`src/rtl/btb.sv`:
```
// Branch target buffer: direct-mapped table of 2^IDX_BITS entries, each with
// valid, tag, target and a 2-bit saturating direction counter.
//
// Ports:
//   clk            - clock; all table updates on the rising edge
//   rst            - asynchronous active-low reset; clears the whole table
//   fetch_pc       - fetch-stage PC, looked up combinationally
//   ex_pc          - execute-stage PC, selects the entry to update
//   ex_opcode      - execute-stage opcode; only branch opcodes update
//   target_entry   - resolved branch target from execute
//   gflag/lflag/zflag - condition flags used to resolve the branch
//   btb_target     - predicted target for fetch_pc (0 on miss)
//   btb_prediction - fetch_pc predicted taken
module btb #(
  parameter int unsigned IDX_BITS = 4
) (
  input  logic        clk,
  input  logic        rst,
  input  logic [15:0] fetch_pc,
  input  logic [15:0] ex_pc,
  input  logic [3:0]  ex_opcode,
  input  logic [15:0] target_entry,
  input  logic        gflag,
  input  logic        lflag,
  input  logic        zflag,
  output logic [15:0] btb_target,
  output logic        btb_prediction
);

  localparam int unsigned ENTRIES = 1 << IDX_BITS;
  localparam int unsigned TAG_W   = 16 - IDX_BITS;

  typedef enum logic [3:0] {
    OP_BRZ = 4'b1001,
    OP_BRG = 4'b1010,
    OP_BRL = 4'b1011,
    OP_BRA = 4'b1100
  } br_op_e;

  logic [ENTRIES-1:0]            r_valid;
  logic [ENTRIES-1:0][TAG_W-1:0] r_tag;
  logic [ENTRIES-1:0][15:0]      r_target;
  logic [ENTRIES-1:0][1:0]       r_ctr;

  logic [IDX_BITS-1:0] w_fidx;
  logic [IDX_BITS-1:0] w_eidx;
  logic [TAG_W-1:0]    w_ftag;
  logic [TAG_W-1:0]    w_etag;
  logic                w_fhit;
  logic                w_ehit;
  logic                w_is_branch;
  logic                w_taken;
  logic [1:0]          w_ectr;

  assign w_fidx = fetch_pc[IDX_BITS-1:0];
  assign w_eidx = ex_pc[IDX_BITS-1:0];
  assign w_ftag = fetch_pc[15:IDX_BITS];
  assign w_etag = ex_pc[15:IDX_BITS];

  // Lookup reads registered state only, so a same-cycle update to the same
  // entry is seen by fetch one cycle later.
  assign w_fhit         = r_valid[w_fidx] && (r_tag[w_fidx] == w_ftag);
  assign btb_prediction = w_fhit && r_ctr[w_fidx][1];
  assign btb_target     = w_fhit ? r_target[w_fidx] : '0;

  assign w_ehit = r_valid[w_eidx] && (r_tag[w_eidx] == w_etag);
  assign w_ectr = r_ctr[w_eidx];

  always_comb begin
    w_is_branch = 1'b0;
    w_taken     = 1'b0;
    case (ex_opcode)
      OP_BRZ: begin w_is_branch = 1'b1; w_taken = zflag; end
      OP_BRG: begin w_is_branch = 1'b1; w_taken = gflag; end
      OP_BRL: begin w_is_branch = 1'b1; w_taken = lflag; end
      OP_BRA: begin w_is_branch = 1'b1; w_taken = 1'b1;  end
      default: ;
    endcase
  end

  always_ff @(posedge clk or negedge rst) begin
    if (!rst) begin
      r_valid  <= '0;
      r_tag    <= '0;
      r_target <= '0;
      r_ctr    <= {ENTRIES{2'b01}};
    end else if (w_is_branch) begin
      if (w_ehit) begin
        if (w_taken) begin
          if (w_ectr != 2'b11) r_ctr[w_eidx] <= w_ectr + 2'd1;
          r_target[w_eidx] <= target_entry;
        end else if (w_ectr != 2'b00) begin
          r_ctr[w_eidx] <= w_ectr - 2'd1;
        end
      end else if (w_taken) begin
        // Taken miss allocates, evicting whatever tag held this index.
        r_valid[w_eidx]  <= 1'b1;
        r_tag[w_eidx]    <= w_etag;
        r_target[w_eidx] <= target_entry;
        r_ctr[w_eidx]    <= 2'b10;
      end
    end
  end

endmodule

```
`config.mk`:
```
export PLATFORM = sky130hd
export DESIGN_NAME = btb
export DESIGN_NICKNAME = d
export VERILOG_FILES = /design/src/rtl/btb.sv
export SDC_FILE = /design/constraint.sdc
export NUM_CORES = 1
export LEC_CHECK = 0
export CORE_UTILIZATION = 45
export DETAILED_ROUTE_END_ITERATION = 8
export GPL_TIMING_DRIVEN = 0
export PLACE_DENSITY = 0.67
export SLEW_MARGIN = 20
export SYNTH_ARGS = -nofsm -noshare
export SYNTH_HDL_FRONTEND = slang
export SYNTH_SLANG_ARGS = --single-unit
```
`constraint.sdc`:
```
create_clock -name clk -period 6.29 [get_ports clk]
set_clock_uncertainty 0.15 [all_clocks]
set_input_delay 0.9435 -clock clk [delete_from_list [all_inputs] [get_ports clk]]
set_output_delay 0.9435 -clock clk [all_outputs]
set_load 0.05 [all_outputs]
```
==> impl_metrics.json <==
{
  "outcome": "finished clean",
  "setup_viol": 0,
  "grt_max_degree": 98,
  "critPathMaxFanout": 10,
  "drt_iter0_markers": 1162,
  "ir_worst_vdd_v": 0.000244,
  "synthTopCellsByCount": "dfrtp_1 (480), mux2_2 (408), mux4_2 (199), mux2_1 (83), clkbuf_1 (77)",
  "path_class": "in -> out",
  "finalCriticalPeriod_ns": 6.21,
  "synth_seq_cells": 496,
  "tightestPinTransition_ns": 1.19,
  "fp.dieArea_um2": 56300,
  "path_clk_slew_ns": 0.06,
  "grt_setup_unrepaired": "false",
  "critPathArrivalTime_ns": 5.11,
  "avgSynthCellArea_um2": 15.7,
  "critPathLaunchType": "primary input",
  "grt_antenna_before_repair": 1,
  "reg2reg_from": "r_tag[88]$_DFFE_PN0P_",
  "synth_ff_type": "dfrtp_1",
  "synthArstFlopShare": 1.00,
  "p_total_mw": 9.19,
  "fmaxAchievable_ghz": 0.161,
  "gr-total-overflow": 0,
  "design_area_um2": 28400,
  "critPathTopFamily": "buffers and inverters",
  "cts_tree": "built",
  "grt_util_all_layers": 0.246,
  "final_cells": 2448,
  "clock_path_buffers": 3,
  "crit_slowest_cell": "clkdlybuf4s50_1",
  "dr.pass1.iters": 5,
  "ant_nets": 0,
  "die_x_um": 237,
  "via_count": 15050,
  "cp.buffers_inverters": 6,
  "drive_above_1_share": 0.453,
  "preCtsSetupSlack_ns": -1.28,
  "rows": 85,
  "synth_most_common_cell": "dfrtp_1",
  "worst_path_largest_cell_delay_ns": 0.66,
  "min_path_type": "in -> async",
  "critPathRequiredTime_ns": 5.20,
  "finalWorstSetupSlack_ns": 0.0844,
  "hold_buffers": 0,
  "clock_sinks": 496,
  "hold_viol": 0,
  "wl_per_cell_um": 27.3,
  "synth_top_cell_area_share": 0.482,
  "synthCells": 1583,
  "initial_core_util": 0.459,
  "io_buffer_count": 63,
  "synth_edf_count": 0,
  "antenna_cells": 0,
  "synth_cell_types": 58,
  "maxSlewViolCount": 0,
  "max-slew-margin-rel": 0.207,
  "place_inst": 2348,
  "num_io_pins": 74,
  "clock_latency_ns": 0.63,
  "p_leak_nw": 12.3,
  "synth_fp_nets": 1642,
  "maxCapViolations": 0,
  "crit_path_frequent_cell": "mux4_2",
  "nets": 1769,
  "gp_congestion": 0.917,
  "fin_tns_setup_ns": 0,
  "area_growth_pct": 14.0,
  "cts_buffers": 54,
  "cp-startpoint": "fetch_pc[1]",
  "finalCritPeriodShare": 0.987,
  "cellPowerDensity_nw_per_um2": 324,
  "via_per_inst": 6.15,
  "grt_pass1_wl_um": 103000,
  "crit_chain": "clkdlybuf4s50_1 -> buf_2 -> clkdlybuf4s15_2 -> clkbuf_2 -> clkbuf_1 -> mux4_2 -> mux4_2 -> nor2b_1 -> clkdlybuf4s15_1",
  "yosys.area.top_type": "dfrtp_1",
  "seq_area_frac_synth": 0.499,
  "end_kind": "output pin",
  "coreArea_um2": 54200,
  "drc": 0,
  "drt_wl_total_um": 66800,
  "post-dp-hpwl_um": 46100,
  "yosys-top-cells-area": "dfrtp_1 (48%), mux2_2 (18%), mux4_2 (18%), mux2_1 (3.8%), dfstp_2 (1.7%)",
  "die_h_um": 237,
  "cts_root_buffer": "clkbuf_16",
  "grt_pass1_vias": 16086,
  "syn_area_um2": 24900,
  "ys_warn_count": 0,
  "htreeDepth": 2,
  "dpl-instance-area_um2": 26600
}
## power breakdown
part	switching (mW)	leakage [nW]	internal, mW
Combinational	0.674	5.17	1.08
Sequential	0.406	6.29	3.85
Clock	1.36	0.867	1.82
## path summary, 6_finish.rpt
| check | end | slack (ns) | cells after the start |
|---|---|---|---|
| max in group asynchronous | r_target[133]$_DFFE_PN0P_ | 4.27 | 4 |
| max reg2reg | r_valid[12]$_DFFE_PN0P_ | 1.95 | 9 |
| min | r_tag[146]$_DFFE_PN0P_ | 0.11 | 1 |
| max | btb_target[12] | 0.08 | 9 |
| min reg2reg | r_valid[15]$_DFFE_PN0P_ | 0.34 | 1 |
| min in group clk | r_valid[15]$_DFFE_PN0P_ | 0.34 | 1 |
## area by class of cell
type,instances,area (um^2)
Buffer,136,718
Clock buffer,79,1530
Clock inverter,19,251
Fill cell,4481,25800
Inverter,7,26.3
Multi-Input combinational cell,944,11800
Sequential cell,496,12400
Tap cell,696,871
Timing Repair Buffer,71,798
## through the flow
stage / hold slack, ns / util
after floorplan: 0.295 / -
final: 0.110 / 0.523
after global routing: 0.136 / 0.523
after CTS: 0.107 / 0.524
after detailed placement: 0.321 / 0.490
after global placement: 0.311 / 0.487
## logic make-up after synthesis
kind of cell               Yosys count  synth area share
muxes                              723             0.415
DFF                                496             0.499
and+or+nand+nor                    151            0.0334
buffers and inverters              143            0.0281
AOI/OAI and AO/OA                   47            0.0155
xor gates and xnor gates            21           0.00739
adders and majority gates            2           0.00100
## per-layer routing
layer	vias to the layer above	wire length, um	track usage	share of wire
met3	137	3630	0.0367	0.054
met5	-	0	0	0
met4	0	2540	0.0993	0.038
met2	503	31900	0.391	0.48
met1	8115	28700	0.339	0.43
li1	6295	-	-	-
## registers in the layout, indices dropped and copies added, names as in the netlist
register  count
r_target    256
r_ctr        32
r_valid      16
r_tag       192
## repair_timing
item	4_1_cts	5_1_grt
hold endpoints to repair	0	0
buffers inserted	2	0
setup endpoints to repair	17	16
resized for setup	49	6
gates cloned	0	0
pin swaps	1	0
## layout by cell type (no fill, tap or decap), types with 10 or more instances in the layout
cell and count:
nand4_1 19, buf_6 10, nor2_1 19, mux4_2 199, buf_1 12, dfrtp_1 480
clkbuf_16 54, mux2i_1 33, mux2_1 83, xor2_1 11, clkdlybuf4s50_1 45, mux2_2 408
clkbuf_1 90, nor2b_1 26, dfstp_2 16, buf_4 14, clkdlybuf4s15_2 10, nand2_1 34
nor2_2 10, buf_2 15, clkinv_2 11, xnor2_1 10
(Power assumes the default switching activity.)
